[src/rtl/fetch_stage_pkg.sv]
// Shared fetch-stage definitions: instruction width, reset/NOP constants,
// memory size and the control encodings used between the stage and IF/ID.
package fetch_stage_pkg;

  localparam int          INST_W         = 32;
  localparam logic [31:0] DEF_NOP_INST   = 32'h0000_0000;
  localparam logic [31:0] DEF_RESET_PC   = 32'h0000_0000;
  localparam int          DEF_IMEM_BYTES = 100;

  // What the stage does on the coming edge, listed in priority order
  typedef enum logic [2:0] {
    FETCH_REDIRECT,
    FETCH_HALTED,
    FETCH_OVERRUN,
    FETCH_STALL,
    FETCH_NORMAL
  } fetch_op_e;

  typedef enum logic [1:0] {
    IFID_HOLD,
    IFID_LOAD,
    IFID_BUBBLE
  } ifid_ctrl_e;

  function automatic logic pc_in_range(input logic [31:0] pc, input int imem_bytes);
    return pc <= 32'(imem_bytes - 4);
  endfunction

endpackage

[src/rtl/fetch_stage_if.sv]
// Fetch-stage bus: instruction memory port, hazard/redirect inputs and the
// IF/ID outputs consumed by decode.
interface fetch_stage_if;
  import fetch_stage_pkg::*;

  logic [31:0]       imem_addr;
  logic [INST_W-1:0] imem_inst;
  logic              stall;
  logic              redirect_valid;
  logic [31:0]       redirect_pc;
  logic [INST_W-1:0] if_id_inst;
  logic [31:0]       if_id_pc4;
  logic              if_id_valid;
  logic              fetch_halt;
  logic [31:0]       fetch_count;

  modport master (
    output imem_addr,
    input  imem_inst,
    input  stall,
    input  redirect_valid,
    input  redirect_pc,
    output if_id_inst,
    output if_id_pc4,
    output if_id_valid,
    output fetch_halt,
    output fetch_count
  );

  modport slave (
    input  imem_addr,
    output imem_inst,
    output stall,
    output redirect_valid,
    output redirect_pc,
    input  if_id_inst,
    input  if_id_pc4,
    input  if_id_valid,
    input  fetch_halt,
    input  fetch_count
  );

endinterface

[src/rtl/fetch_stage_if_id_reg.sv]
// IF/ID pipeline register: loads a fetched word, holds it, or replaces it
// with a bubble. A bubble keeps the previous pc4.
module if_id_reg
  import fetch_stage_pkg::*;
#(
  parameter logic [31:0] NOP_INST = DEF_NOP_INST
) (
  input  logic              clk,
  input  logic              rst,
  input  ifid_ctrl_e        ctrl,
  input  logic [INST_W-1:0] inst_d,
  input  logic [31:0]       pc4_d,
  output logic [INST_W-1:0] inst_q,
  output logic [31:0]       pc4_q,
  output logic              valid_q
);

  always_ff @(posedge clk or posedge rst) begin
    if (rst) begin
      inst_q  <= NOP_INST;
      pc4_q   <= 32'h0;
      valid_q <= 1'b0;
    end else begin
      case (ctrl)
        IFID_LOAD: begin
          inst_q  <= inst_d;
          pc4_q   <= pc4_d;
          valid_q <= 1'b1;
        end
        IFID_BUBBLE: begin
          inst_q  <= NOP_INST;
          valid_q <= 1'b0;
        end
        default: ;
      endcase
    end
  end

endmodule

[src/rtl/fetch_stage.sv]
// Instruction-fetch stage: PC register, next-PC selection, end-of-memory
// halt and fetched-instruction counter, feeding the IF/ID register.
module fetch_stage
  import fetch_stage_pkg::*;
#(
  parameter logic [31:0] RESET_PC   = DEF_RESET_PC,
  parameter int          IMEM_BYTES = DEF_IMEM_BYTES,
  parameter logic [31:0] NOP_INST   = DEF_NOP_INST
) (
  input logic           clk,
  input logic           rst,
  fetch_stage_if.master bus
);

  logic [31:0] pc;
  logic [31:0] pc_next;
  logic [31:0] pc_plus4;
  logic [31:0] redirect_target;
  logic        halt_q;
  logic        halt_next;
  logic [31:0] count_q;
  logic [31:0] count_next;
  fetch_op_e   op;
  ifid_ctrl_e  ifid_ctrl;

  assign pc_plus4        = pc + 32'd4;
  assign redirect_target = bus.redirect_pc & ~32'h3;

  // Redirect outranks everything, including a sticky halt and a stall
  always_comb begin
    op = FETCH_NORMAL;
    if (bus.redirect_valid) begin
      op = FETCH_REDIRECT;
    end else if (halt_q) begin
      op = FETCH_HALTED;
    end else if (!pc_in_range(pc, IMEM_BYTES)) begin
      op = FETCH_OVERRUN;
    end else if (bus.stall) begin
      op = FETCH_STALL;
    end
  end

  always_comb begin
    pc_next    = pc;
    halt_next  = halt_q;
    count_next = count_q;
    ifid_ctrl  = IFID_HOLD;
    case (op)
      FETCH_REDIRECT: begin
        pc_next   = redirect_target;
        halt_next = 1'b0;
        ifid_ctrl = IFID_BUBBLE;
      end
      FETCH_OVERRUN: begin
        halt_next = 1'b1;
        ifid_ctrl = IFID_BUBBLE;
      end
      FETCH_NORMAL: begin
        pc_next    = pc_plus4;
        count_next = count_q + 32'd1;
        ifid_ctrl  = IFID_LOAD;
      end
      default: ;
    endcase
  end

  always_ff @(posedge clk or posedge rst) begin
    if (rst) begin
      pc      <= RESET_PC;
      halt_q  <= 1'b0;
      count_q <= 32'h0;
    end else begin
      pc      <= pc_next;
      halt_q  <= halt_next;
      count_q <= count_next;
    end
  end

  if_id_reg #(
    .NOP_INST (NOP_INST)
  ) u_if_id_reg (
    .clk     (clk),
    .rst     (rst),
    .ctrl    (ifid_ctrl),
    .inst_d  (bus.imem_inst),
    .pc4_d   (pc_plus4),
    .inst_q  (bus.if_id_inst),
    .pc4_q   (bus.if_id_pc4),
    .valid_q (bus.if_id_valid)
  );

  assign bus.imem_addr   = pc;
  assign bus.fetch_halt  = halt_q;
  assign bus.fetch_count = count_q;

endmodule

[src/flat_wrapper.sv]
// flat-port wrapper written by rule: the top's interface ports become plain ports
module fetch_stage_flat import fetch_stage_pkg::*;
#(
  parameter logic [31:0] RESET_PC   = DEF_RESET_PC,
  parameter int          IMEM_BYTES = DEF_IMEM_BYTES,
  parameter logic [31:0] NOP_INST   = DEF_NOP_INST
)
  (clk, rst, bus_imem_addr, bus_imem_inst, bus_stall, bus_redirect_valid, bus_redirect_pc, bus_if_id_inst, bus_if_id_pc4, bus_if_id_valid, bus_fetch_halt, bus_fetch_count);
  fetch_stage_if bus_i ();
  input logic clk;
  input logic rst;
  output wire logic [$bits(bus_i.imem_addr)-1:0] bus_imem_addr;
  input wire logic [$bits(bus_i.imem_inst)-1:0] bus_imem_inst;
  input wire logic [$bits(bus_i.stall)-1:0] bus_stall;
  input wire logic [$bits(bus_i.redirect_valid)-1:0] bus_redirect_valid;
  input wire logic [$bits(bus_i.redirect_pc)-1:0] bus_redirect_pc;
  output wire logic [$bits(bus_i.if_id_inst)-1:0] bus_if_id_inst;
  output wire logic [$bits(bus_i.if_id_pc4)-1:0] bus_if_id_pc4;
  output wire logic [$bits(bus_i.if_id_valid)-1:0] bus_if_id_valid;
  output wire logic [$bits(bus_i.fetch_halt)-1:0] bus_fetch_halt;
  output wire logic [$bits(bus_i.fetch_count)-1:0] bus_fetch_count;
  assign bus_imem_addr = bus_i.imem_addr;
  assign bus_i.imem_inst = bus_imem_inst;
  assign bus_i.stall = bus_stall;
  assign bus_i.redirect_valid = bus_redirect_valid;
  assign bus_i.redirect_pc = bus_redirect_pc;
  assign bus_if_id_inst = bus_i.if_id_inst;
  assign bus_if_id_pc4 = bus_i.if_id_pc4;
  assign bus_if_id_valid = bus_i.if_id_valid;
  assign bus_fetch_halt = bus_i.fetch_halt;
  assign bus_fetch_count = bus_i.fetch_count;
  fetch_stage #(.RESET_PC(RESET_PC), .IMEM_BYTES(IMEM_BYTES), .NOP_INST(NOP_INST)) u_core (.clk(clk), .rst(rst), .bus(bus_i));
endmodule
[config.mk]
export PLATFORM = sky130hd
export DESIGN_NAME = fetch_stage_flat
export DESIGN_NICKNAME = d
export VERILOG_FILES = /design/src/rtl/fetch_stage_pkg.sv /design/src/rtl/fetch_stage_if.sv /design/src/rtl/fetch_stage_if_id_reg.sv /design/src/rtl/fetch_stage.sv /design/src/flat_wrapper.sv
export SDC_FILE = /design/constraint.sdc
export NUM_CORES = 1
export LEC_CHECK = 0
export ABC_AREA = 1
export CELL_PAD_IN_SITES_DETAIL_PLACEMENT = 0
export CELL_PAD_IN_SITES_GLOBAL_PLACEMENT = 1
export CORE_MARGIN = 2
export CORE_UTILIZATION = 36
export CTS_BUF_LIST = sky130_fd_sc_hd__clkbuf_16
export CTS_CLUSTER_DIAMETER = 150
export DETAILED_ROUTE_END_ITERATION = 12
export PLACE_DENSITY = 0.9
export SLEW_MARGIN = 20
export SYNTH_ARGS = -nofsm -noshare
export SYNTH_HDL_FRONTEND = slang
export SYNTH_SLANG_ARGS = --single-unit
export TNS_END_PERCENT = 30
[constraint.sdc]
create_clock -name clk -period 8.6 [get_ports clk]
set_clock_uncertainty 0.15 [all_clocks]
set_input_delay 1.29 -clock clk [delete_from_list [all_inputs] [get_ports clk]]
set_output_delay 1.29 -clock clk [all_outputs]
set_load 0.03 [all_outputs]
# Word level (Yosys, flattened, before mapping)
# Cells that the tools add are included.
# word_totals
output_inout_bits,130
in_bits,68
regBits,130
# op_classes
n_addsub,2
n_mux,9
eq_ne,4
reduce_logical,5
n_lt_le_gt_ge,1
# op_table
op,count
one-hot mux 32 bit (2 select lines),2
"adder 32 x 1 -> 32 bit, second input constant",1
"adder 32 x 3 -> 32 bit, second input constant",1
"less-or-equal comparator 32 x 7 -> 1 bit, second input constant",1
two-way mux 3 bit,4
nonzero test 2 bit,3
one-hot mux 1 bit (2 select lines),2
one-hot mux 2 bit (2 select lines),1
"== test 3 x 2 -> 1 bit, second input constant",1
"== test 3 bit, second input constant",1
zero test 3 bit,1
"== test 2 x 1 -> 1 bit, second input constant",1
"== test 2 bit, second input constant",1
OR reduction 2 bit,1

# Longest topological paths before layout
# Gate-level depths: netlist of the first run.
# depth
word_depth,9
mapped_depth,15
mapped_depth_nobuf,12

# Cells and area by module
# Synthesis of the first run repeated with hierarchy kept, for this count alone.
# hier_totals
cells_unflattened,851
area_unflattened_um2,6586.3
# by_module_without_submodules
mod,cells_each,n_inst,area_per_inst_um2
fetch_stage,571,1,4026.4
if_id_reg,280,1,2560.0

# Worst setup path after synthesis of the first run
# No wires, ideal clock.
# synth_timing
path_kind,in2reg
start,input bus_stall
end,register u_core.u_if_id_reg.inst_q[1]
stages,10
setup_ns,0.117
path_slack_ns,5.367
t_arrival_ns,2.966
required_time_ns,8.333
path_cell_list,nor3_2 > nand3_4 > inv_2 > buf_4 > ha_1 > clkbuf_1 > clkbuf_1 > nor2_1 > nand2_2 > nand2_1
# synth_via
elab_chain_len,9
elab_cells_between_ends,13
cone_classes,4 x eq/ne; 6 x mux; 3 x reduce/logical
# synth_lines
item,line,text
"start, declared",flat_wrapper.sv:14,input wire logic [$bits(bus_i.stall)-1:0] bus_stall;
two-way mux 3 bit (*),fetch_stage.sv:38,end else if (bus.stall) begin
two-way mux 3 bit (*),fetch_stage.sv:36,"end else if (!pc_in_range(pc, IMEM_BYTES)) begin"
two-way mux 3 bit (*),fetch_stage.sv:34,end else if (halt_q) begin
two-way mux 3 bit (*),fetch_stage.sv:32,if (bus.redirect_valid) begin
== test 3 x 2 -> 1 bit or zero test 3 bit (tied branches),fetch_stage.sv:48,case (op)
OR reduction 2 bit (no line),-,
one-hot mux 2 bit (2 select lines) (*),fetch_stage.sv:48,
== test 2 bit or == test 2 x 1 -> 1 bit (tied branches),fetch_stage_if_id_reg.sv:24,case (ctrl)
one-hot mux 32 bit (2 select lines) or nonzero test 2 bit (tied branches),-,
"end signal, assigned",fetch_stage_if_id_reg.sv:26,inst_q <= inst_d;
"end, declared",fetch_stage_if_id_reg.sv:13,"output logic [INST_W-1:0] inst_q,"
# Every way passes the cells marked *; elsewhere a longest branch is shown, timed or not.
# A chain may end at the register's enable or synchronous reset.

# Final worst setup path of the first run
# layout_timing
start,input bus_redirect_valid
end,register u_core.u_if_id_reg.pc4_q[2]
# layout_via
elab_chain_len,5
elab_cells_between_ends,7
cone_classes,3 x eq/ne; 2 x mux; 2 x reduce/logical
# layout_lines
item,line,text
"start, declared",flat_wrapper.sv:15,input wire logic [$bits(bus_i.redirect_valid)-1:0] bus_redirect_valid;
two-way mux 3 bit (*),fetch_stage.sv:32,
== test 3 x 2 -> 1 bit or zero test 3 bit (tied branches),fetch_stage.sv:48,
OR reduction 2 bit (no line),-,
one-hot mux 2 bit (2 select lines) (*),fetch_stage.sv:48,
== test 2 x 1 -> 1 bit (*),fetch_stage_if_id_reg.sv:24,
"end signal, assigned",fetch_stage_if_id_reg.sv:27,pc4_q <= pc4_d;
"end, declared",fetch_stage_if_id_reg.sv:14,"output logic [31:0] pc4_q,"
# Marked as above.

==> impl_metrics.py, run 1 <==
metrics = {
    "pwr": {
        "finalPower_w": 0.00158,
        "ir_worst_vdd_v": 0.000131,
        "p_leak_nw": 4.70,
        "p_per_area_mw_per_mm2": 163,
    },
    "yosys": {
        "synth.top_cell.area_share_pct": 44.9,
        "ys_async_sr_fraction_pct": 100,
        "syn_area_per_cell_um2": 6.90,
        "yosysMostFrequentCell": "nand2_1",
        "yosys_warnings": 0,
        "yosys.cell_types.count": 30,
        "synth_seq_cells": 126,
        "synth_area_leader_cell": "dfrtp_1",
        "ys_seq_area_share_pct": 44.9,
        "synth-edff-count": 0,
        "syn-cell-area_mm2": 0.00702,
        "synth_top_cells_by_count": "nand2_1 (461), dfrtp_1 (126), nor2_1 (111)",
        "syn_inst": 1017,
        "synth_area_leaders": "dfrtp_1 (45%), nand2_1 (25%), nor2_1 (5.9%)",
        "ys.flop_type": "dfrtp_1",
    },
    "final_layout": {
        "final_nets": 1272,
        "drive_gt1_share_pct": 4.95,
        "syn_to_final_growth_pct": 38.5,
        "fillerInstances": 1933,
        "n_antenna_cell": 0,
    },
    "setup_path": {
        "crit_slowest_cell": "ha_2",
        "crit_required_ns": 8.72,
        "worstPathArrival_ns": 5.00,
        "cp_max_fo": 37,
        "worstSetupPathType": "input port to register",
        "start_kind": "input port",
        "reg2reg_depth": 9,
        "crit_chain": "clkdlybuf4s50_1, buf_4, nor3_2, nand3_4, inv_2, ha_2, inv_1, nand2_1, o21ai_0",
        "setup.worst_path.end_class": "register",
        "slowest_delay_ns": 0.80,
    },
    "place": {
        "place.gp.congestion": 0.909,
        "port-buffer-count": 191,
        "dp_hpwl_mm": 15.6,
    },
    "global_routing": {
        "gr-usage-all-layers_pct": 21.3,
        "grt_pass1_wl_mm": 34.3,
        "grt_max_degree": 74,
        "antenna_found_initial": 0,
        "grt_pass1_vias": 6713,
        "overflow": 0,
    },
    "clock_tree": {
        "h-tree-depth": 4,
        "clock_latency_ns": 0.42,
        "cts_tree": "yes",
        "clk_pin_slew_worst_paths_ns": 0.06,
        "cts_buffers": 17,
        "root_buffer": "clkbuf_16",
        "clock_path_buffers": 2,
        "cts_setup_buffers": 0,
        "cts_sinks": 126,
        "cts_hold_buf": 0,
        "cts_resized": 0,
    },
    "floorplanning": {
        "die_h_um": 144,
        "initial_core_util_pct": 36.4,
        "rows": 51,
        "die_area_mm2": 0.0206,
        "core_area_mm2": 0.0193,
        "pin_count": 198,
        "die_x_um": 144,
    },
    "detailed_routing": {
        "drt_iter0_markers": 385,
        "vias": 6965,
        "drc": 0,
        "avgViaCountPerCell": 4.72,
        "drt_wl_total_mm": 21.3,
        "met1_length_mm": 9.50,
        "topRoutingLayerUsed": "met4",
        "routed-wl-met3_mm": 1.41,
        "met2WireLength_mm": 9.92,
        "drt.antenna.violating_nets": 0,
        "first_pass_iters": 5,
        "wire_per_inst_um": 14.4,
    },
    "sta": {
        "fmax_mhz": 205,
        "min_period_ns": 4.88,
        "hold_viol": 0,
        "period_share_pct": 56.8,
        "fin_tns_setup_ns": 0,
        "tightest_slew_ns": 0.930,
        "finalSetupViolCount": 0,
        "rsz0062_at_grt": "no",
        "slew_viol_final": 0,
        "slew_headroom_pct": 38.0,
    },
    "min_path": {
        "hold_depth": 2,
        "hp-class": "register to register",
    },
    "outcome": {
        "status": "completed",
    },
    "run": {
        "max_cap_viol_count": 0,
    },
}
## final cells by class
| class | instances | area (um^2) | area share (%) |
|---|---|---|---|
| Multi-Input combinational cell | 758 | 3310 | 34.1 |
| Sequential cell | 126 | 3150 | 32.4 |
| Timing Repair Buffer | 196 | 1970 | 20.3 |
| Clock buffer | 17 | 425 | 4.37 |
| Inverter | 100 | 378 | 3.89 |
| Tap cell | 265 | 332 | 3.41 |
| Clock inverter | 15 | 153 | 1.57 |
## placed cells by master, fill, tap and decap left out, types with 13 or more instances in the layout
| cell type | netlist | layout |
|---|---|---|
| inv_1 | 93 | 92 |
| nor3_1 | 22 | 22 |
| clkdlybuf4s50_1 | 0 | 191 |
| clkbuf_16 | 0 | 17 |
| nand3_1 | 60 | 60 |
| nand4_1 | 13 | 13 |
| dfrtp_1 | 126 | 126 |
| nand3b_1 | 20 | 20 |
| nand2_1 | 461 | 461 |
| o21ai_0 | 18 | 18 |
| nor2_1 | 111 | 111 |
## metal layers
| metal | track usage [%] | vias up |
|---|---|---|
| li1 | - | 3488 |
| met1 | 27.2 | 3220 |
| met2 | 34.9 | 220 |
| met3 | 6.00 | 37 |
| met4 | 7.28 | 0 |
| met5 | 0 | - |
## logic make-up after synthesis
group	share of synthesized area, %
AOI/OAI and AO/OA	2.67
xor gates and xnor gates	1.37
adders and majority gates	0.891
buffers and inverters	8.06
DFF	44.9
other	0.0534
and+or+nand+nor	42.0
## power breakdown
part | internal (W) | leakage [nW] | switching, W
Sequential | 0.000614 | 1.68 | 0.0000335
Clock | 0.000448 | 0.270 | 0.000275
Combinational | 0.0000873 | 2.75 | 0.000123
Total | 0.00115 | 4.70 | 0.000432
## critical path, delay by kind of cell
family | cells | cell delay, ns
buffers and inverters | 4 | 1.82
AO/OA/AOI/OAI | 1 | 0.09
adder cells (fa/ha/maj) | 1 | 0.80
AND/OR/NAND/NOR | 3 | 0.98
## state kept, by name, indices dropped and copies added (netlist names)
name                        count
u_core.bus.fetch_count         32
u_core.bus.imem_addr           30
u_core.bus.fetch_halt           1
u_core.u_if_id_reg.valid_q      1
u_core.u_if_id_reg.inst_q      32
u_core.u_if_id_reg.pc4_q       30
## final timing paths
path,start,to,slack [ns]
setup / recovery,bus_redirect_valid,u_core.u_if_id_reg.pc4_q[2]$_DFFE_PP0N_,3.72
max in group asynchronous,rst,u_core.bus.imem_addr[29]$_DFFE_PP0P_,5.72
min in group asynchronous,rst,u_core.u_if_id_reg.inst_q[31]$_DFFE_PP0P_,1.19
hold / removal,u_core.u_if_id_reg.pc4_q[28]$_DFFE_PP0N_,u_core.u_if_id_reg.pc4_q[28]$_DFFE_PP0N_,0.33
setup reg to reg,u_core.bus.imem_addr[24]$_DFFE_PP0P_,u_core.u_if_id_reg.pc4_q[2]$_DFFE_PP0N_,4.49
hold reg to reg,u_core.u_if_id_reg.pc4_q[28]$_DFFE_PP0N_,u_core.u_if_id_reg.pc4_q[28]$_DFFE_PP0N_,0.33
## stage by stage
step	hold WS (ns)	instance area (um^2)	cells	setup WS (ns)	util, %
2_1_floorplan	0.500	7030	1020	3.80	-
3_3_place_gp	0.305	9120	1444	3.30	47.3
3_5_place_dp	0.314	9150	1445	3.22	47.5
4_1_cts	0.330	9720	1477	3.66	50.5
5_1_grt	0.345	9720	1477	3.32	50.5
6_report	0.326	9720	1477	3.72	50.5
Note: power is estimated with default switching activity, not from simulation.
==> inputs of run 2 (changes only) <==
--- a/config.mk
+++ b/config.mk
@@ -9,11 +9,11 @@
 export CELL_PAD_IN_SITES_DETAIL_PLACEMENT = 0
 export CELL_PAD_IN_SITES_GLOBAL_PLACEMENT = 1
 export CORE_MARGIN = 2
-export CORE_UTILIZATION = 36
+export CORE_UTILIZATION = 31
 export CTS_BUF_LIST = sky130_fd_sc_hd__clkbuf_16
 export CTS_CLUSTER_DIAMETER = 150
 export DETAILED_ROUTE_END_ITERATION = 12
-export PLACE_DENSITY = 0.9
+export PLACE_DENSITY = 0.83
 export SLEW_MARGIN = 20
 export SYNTH_ARGS = -nofsm -noshare
 export SYNTH_HDL_FRONTEND = slang
==> constraint.sdc (replaced) <==
create_clock -name clk -period 4.1 [get_ports clk]
set_clock_uncertainty 0.15 [all_clocks]
set_input_delay 0.615 -clock clk [delete_from_list [all_inputs] [get_ports clk]]
set_output_delay 0.615 -clock clk [all_outputs]
set_load 0.03 [all_outputs]
==> run 2 against run 1 <==
Compared with the run above: register-to-register slack got worse by 3.3 ns; critical path depth is 1 higher; sequential power increased by 110%; via count decreased by 0.69%; utilization fell by 6.7 points; power rose by 120%; clock power up 120%; count of clock-buffer cells in the layout unchanged; global-route usage down 2.7 points; die area grew 16%; critical path type is now register to register; highest routed layer unchanged.
==> impl_metrics.py, run 2 (synthesis results as in run 1) <==
metrics = {
    "outcome": {
        "status": "completed",
    },
    "clock_tree": {
        "clock_latency_ns": 0.43,
        "root_buffer": "clkbuf_16",
        "cts_hold_buf": 0,
        "cts_tree": "yes",
        "cts_buffers": 17,
        "clk_pin_slew_worst_paths_ns": 0.06,
        "cts_setup_buffers": 0,
        "h-tree-depth": 4,
        "cts_resized": 0,
        "clock_path_buffers": 2,
        "cts_sinks": 126,
    },
    "final_layout": {
        "syn_to_final_growth_pct": 39.9,
        "final_nets": 1276,
        "utilization_pct": 43.8,
        "final_common_cell": "nand2_1",
        "n_antenna_cell": 0,
        "layout.cells.most_common_list": "nand2_1 (461), clkdlybuf4s50_1 (191), dfrtp_1 (126), nor2_1 (111), inv_1 (93)",
        "fillerInstances": 2304,
        "drive_gt1_share_pct": 5.59,
    },
    "floorplanning": {
        "die_x_um": 154,
        "rows": 55,
        "core_area_mm2": 0.0224,
        "die_area_mm2": 0.0239,
        "initial_core_util_pct": 31.3,
        "pin_count": 198,
        "die_h_um": 154,
    },
    "setup_path": {
        "worstReg2RegStart": "u_core.bus.imem_addr[24]$_DFFE_PP0P_",
        "setup.worst_path.end_class": "register",
        "worstSetupPathType": "register to register",
        "worstPathArrival_ns": 3.06,
        "cp_max_fo": 37,
        "crit_required_ns": 4.21,
        "crit_start": "u_core.bus.imem_addr[24]$_DFFE_PP0P_",
        "start_kind": "register",
    },
    "min_path": {
        "worstHoldStart": "u_core.u_if_id_reg.inst_q[0]$_DFFE_PP0P_",
        "hp-class": "register to register",
    },
    "detailed_routing": {
        "first_pass_iters": 6,
        "drt_iter0_markers": 423,
        "vias": 6917,
        "avgViaCountPerCell": 4.61,
        "drt.antenna.violating_nets": 0,
        "drt_wl_total_mm": 21.7,
        "drc": 0,
        "wire_per_inst_um": 14.5,
    },
    "sta": {
        "tightest_slew_ns": 0.930,
        "finalSetupViolCount": 0,
        "setup_slack_ns": 1.15,
        "min_period_ns": 2.95,
        "hold_viol": 0,
        "hold_slack_ns": 0.324,
        "slew_viol_final": 0,
        "fmax_mhz": 339,
        "rsz0062_at_grt": "no",
        "slew_headroom_pct": 37.9,
        "fin_tns_setup_ns": 0,
        "period_share_pct": 72.0,
    },
    "pwr": {
        "p_per_area_mw_per_mm2": 348,
        "ir_worst_vdd_v": 0.000220,
        "finalPower_w": 0.00341,
        "p_leak_nw": 4.75,
    },
    "global_routing": {
        "grt_pass1_vias": 6608,
        "gr-usage-all-layers_pct": 18.7,
        "grt_max_degree": 127,
        "antenna_found_initial": 0,
        "overflow": 0,
        "grt_pass1_wl_mm": 35.3,
    },
    "place": {
        "port-buffer-count": 191,
        "place.gp.congestion": 0.905,
        "pre_cts_slack_ns": 0.833,
        "dp_hpwl_mm": 15.7,
    },
    "run": {
        "max_cap_viol_count": 0,
    },
}
[run 2: cell type report]
| class | count | area, um^2 | area share [%] |
|---|---|---|---|
| clock buffer | 17 | 425 | 4.33 |
| clock inverter | 15 | 193 | 1.96 |
| inverter | 100 | 379 | 3.86 |
| multi-input combinational | 758 | 3320 | 33.8 |
| sequential | 126 | 3150 | 32.1 |
| tap | 285 | 357 | 3.63 |
| timing repair buffer | 200 | 1990 | 20.3 |
[run 2: through the flow]
stage / instances / area (um^2)
4_1_cts: 1501 / 9810
2_1_floorplan: 1020 / 7030
6_report: 1501 / 9820
3_5_place_dp: 1469 / 9200
3_3_place_gp: 1469 / 9200
5_1_grt: 1501 / 9820
[run 2: worst paths after layout]
check / slack (ns) / cells past startpoint / end
max reg2reg: 1.15 / 10 / u_core.u_if_id_reg.pc4_q[2]$_DFFE_PP0N_
min in group asynchronous: 0.58 / 3 / u_core.bus.fetch_count[10]$_DFFE_PP0N_
min: 0.32 / 2 / u_core.u_if_id_reg.inst_q[0]$_DFFE_PP0P_
max: 1.15 / 10 / u_core.u_if_id_reg.pc4_q[2]$_DFFE_PP0N_
min reg2reg: 0.32 / 2 / u_core.u_if_id_reg.inst_q[0]$_DFFE_PP0P_
max in group asynchronous: 2.64 / 3 / u_core.u_if_id_reg.inst_q[30]$_DFFE_PP0P_
[run 2: per-layer routing]
metal	vias to the layer above	wire [um]	global-route usage, %
li1	3497	-	-
met1	3157	9920	24.5
met2	229	9950	29.8
met3	34	1350	4.51
met4	0	502	7.45
met5	-	0	0
[run 2: report_power, final]
| part | switching (W) | total [W] | internal (W) |
|---|---|---|---|
| Sequential | 0.0000662 | 0.00135 | 0.00129 |
| Clock | 0.000596 | 0.00161 | 0.00102 |
| Combinational | 0.000265 | 0.000450 | 0.000186 |
[run 2: worst max-delay path: stages (launching register included)]
cell and delay (ns):
dfrtp_1 0.51, nor2_1 0.15, nand3_1 0.21, nor2_4 0.30
nand2_2 0.11, a21oi_4 0.17, ha_4 0.15, buf_4 0.33
inv_1 0.43, nand2_1 0.15, o21ai_0 0.09
==> inputs of run 3 (changes only) <==
==> constraint.sdc (replaced) <==
create_clock -name clk -period 2.4 [get_ports clk]
set_clock_uncertainty 0.15 [all_clocks]
set_input_delay 0.36 -clock clk [delete_from_list [all_inputs] [get_ports clk]]
set_output_delay 0.36 -clock clk [all_outputs]
set_load 0.03 [all_outputs]
==> run 3 against run 2 <==
Compared with the run above: first-iteration DRC count decreased by 6.4%; register-to-register slack worse by 0.96 ns; via count rose by 3.0%; critical endpoint is now u_core.u_if_id_reg.inst_q[3]$_DFFE_PP0P_; power rose by 72%; highest routed layer unchanged; utilization rose by 1.6 points; cell area rose by 3.6%; hold slack got worse by 0.25 ns.
==> impl_metrics.py, run 3 (synthesis results as in run 1) <==
metrics = {
    "clock_tree": {
        "clock_latency_ns": 0.42,
        "cts_buffers": 17,
        "cts_tree": "yes",
        "cts_sinks": 126,
        "clk_pin_slew_worst_paths_ns": 0.06,
        "clock_path_buffers": 2,
        "root_buffer": "clkbuf_16",
        "cts_hold_buf": 0,
        "h-tree-depth": 4,
    },
    "setup_path": {
        "cp_max_fo": 56,
        "critPathTopFamily": "simple AND/OR/NAND/NOR gates",
        "crit_slowest_cell": "dfrtp_1",
        "setup.worst_path.end_class": "register",
        "reg2reg_depth": 13,
        "cpMostUsedCell": "nand2_1",
        "cp.buffers_inverters": 2,
        "reg2reg_slack_ns": 0.18,
        "worstPathArrival_ns": 2.42,
        "crit_chain": "inv_1, ha_1, nand2_1, nand2_1, nand2_1, nor2_4, nand2_2, a21oi_4, ha_2, buf_12, nor2_1, nand2_2, nand2_1",
        "crit_required_ns": 2.60,
        "worstReg2RegStart": "u_core.bus.imem_addr[2]$_DFFE_PP0P_",
        "worstSetupPathType": "register to register",
        "start_kind": "register",
        "r2r_end": "u_core.u_if_id_reg.inst_q[3]$_DFFE_PP0P_",
        "crit_cells": 13,
        "slowest_delay_ns": 0.38,
    },
    "pwr": {
        "p_leak_nw": 4.98,
        "finalPower_w": 0.00588,
        "ir_worst_vdd_v": 0.000420,
        "p_per_area_mw_per_mm2": 578,
    },
    "sta": {
        "hold_viol": 0,
        "slew_viol_final": 0,
        "fmax_mhz": 451,
        "tightest_slew_ns": 0.542,
        "min_period_ns": 2.22,
        "rsz0062_at_grt": "no",
        "slew_headroom_pct": 63.6,
        "period_share_pct": 92.3,
        "finalSetupViolCount": 0,
    },
    "floorplanning": {
        "pin_count": 198,
        "die_x_um": 154,
        "rows": 55,
        "initial_core_util_pct": 31.3,
        "core_area_mm2": 0.0224,
        "die_h_um": 154,
        "die_area_mm2": 0.0239,
    },
    "global_routing": {
        "overflow": 0,
        "antenna_found_initial": 0,
        "gr-usage-all-layers_pct": 19.6,
        "grt_max_degree": 78,
        "grt_pass1_vias": 7008,
        "grt_pass1_wl_mm": 37.0,
    },
    "final_layout": {
        "layout.cells.most_common_list": "nand2_1 (461), clkdlybuf4s50_1 (191), dfrtp_1 (126), nor2_1 (108), inv_1 (94)",
        "layoutNonFillerInstCount": 1547,
        "final_common_cell": "nand2_1",
        "final_nets": 1322,
        "syn_to_final_growth_pct": 45.0,
        "drive_gt1_share_pct": 8.95,
        "n_antenna_cell": 0,
    },
    "detailed_routing": {
        "wire_per_inst_um": 14.8,
        "drt.antenna.violating_nets": 0,
        "drt_iter0_markers": 396,
        "avgViaCountPerCell": 4.61,
        "drc": 0,
        "first_pass_iters": 5,
        "vias": 7127,
        "drt_wl_total_mm": 22.9,
    },
    "place": {
        "port-buffer-count": 191,
        "place.gp.congestion": 0.923,
        "placedCellCount": 1515,
        "dp_hpwl_mm": 17.2,
    },
    "outcome": {
        "status": "completed",
    },
    "min_path": {
        "hp-class": "input port to asynchronous set/reset pin",
    },
    "run": {
        "max_cap_viol_count": 0,
    },
}
-- run 3: cell types whose count changed in the layout (fill, tap and decap cells not counted), moves of 3 or more --
cell / previous run / this run
buf_4: 8 / 52
clkinv_1: 1 / 4
inv_6: 3 / 0
nor2_1: 111 / 108
nor2_2: 2 / 5
-- run 3: worst max-delay path by stage --
stage,end,slack [ns],from
finish,u_core.u_if_id_reg.inst_q[3]$_DFFE_PP0P_,0.18,u_core.bus.imem_addr[2]$_DFFE_PP0P_
global route,u_core.u_if_id_reg.inst_q[7]$_DFFE_PP0P_,0.004,u_core.bus.imem_addr[2]$_DFFE_PP0P_
CTS,u_core.u_if_id_reg.inst_q[2]$_DFFE_PP0P_,0.11,u_core.bus.imem_addr[14]$_DFFE_PP0P_
detailed placement,u_core.u_if_id_reg.inst_q[2]$_DFFE_PP0P_,0.07,bus_stall
global placement,u_core.u_if_id_reg.inst_q[2]$_DFFE_PP0P_,0.11,bus_stall
floorplan,u_core.u_if_id_reg.inst_q[1]$_DFFE_PP0P_,-0.39,u_core.bus.imem_addr[2]$_DFFE_PP0P_
-- run 3: cell type report --
cell class	instances	area (um^2)
fill	2311	12300
multi-input combinational	758	3320
sequential	126	3150
timing repair buffer	246	2360
clock buffer	17	425
inverter	100	379
tap	285	357
clock inverter	15	179
-- run 3: layer usage --
metal / wire length, um / track usage [%] / vias to the layer above
met2: 10600 / 32.1 / 233
met4: 703 / 8.47 / 0
met1: 10400 / 25.0 / 3255
li1: - / - / 3590
met3: 1290 / 4.31 / 49
met5: 0 / 0 / -
-- run 3: report_power, final --
| group | internal (W) | switching (W) | total, W | leakage (nW) |
|---|---|---|---|---|
| Sequential | 0.00220 | 0.0000423 | 0.00224 | 1.68 |
| Clock | 0.00172 | 0.000987 | 0.00270 | 0.303 |
| Combinational | 0.000381 | 0.000555 | 0.000936 | 3.00 |
-- run 3: metrics by stage --
stage / setup slack, ns / utilization (%) / setup TNS [ns] / area, um^2 / hold WS, ns
6_report: 0.184 / 45.4 / 0 / 10200 / 0.0790
5_1_grt: 0.00378 / 45.4 / 0 / 10200 / 0.0729
4_1_cts: 0.111 / 45.3 / 0 / 10200 / 0.0679
3_5_place_dp: 0.0654 / 42.6 / 0 / 9570 / 0.314
3_3_place_gp: 0.110 / 42.6 / 0 / 9570 / 0.308
2_1_floorplan: -0.390 / - / -19.73 / 7030 / 0.327
-- run 3: what timing repair did --
action | CTS | global route
endpoints found under the hold margin | 0 | 0
resized for setup | 0 | 3
setup endpoints to repair | 0 | 7
setup buffers | 0 | 0
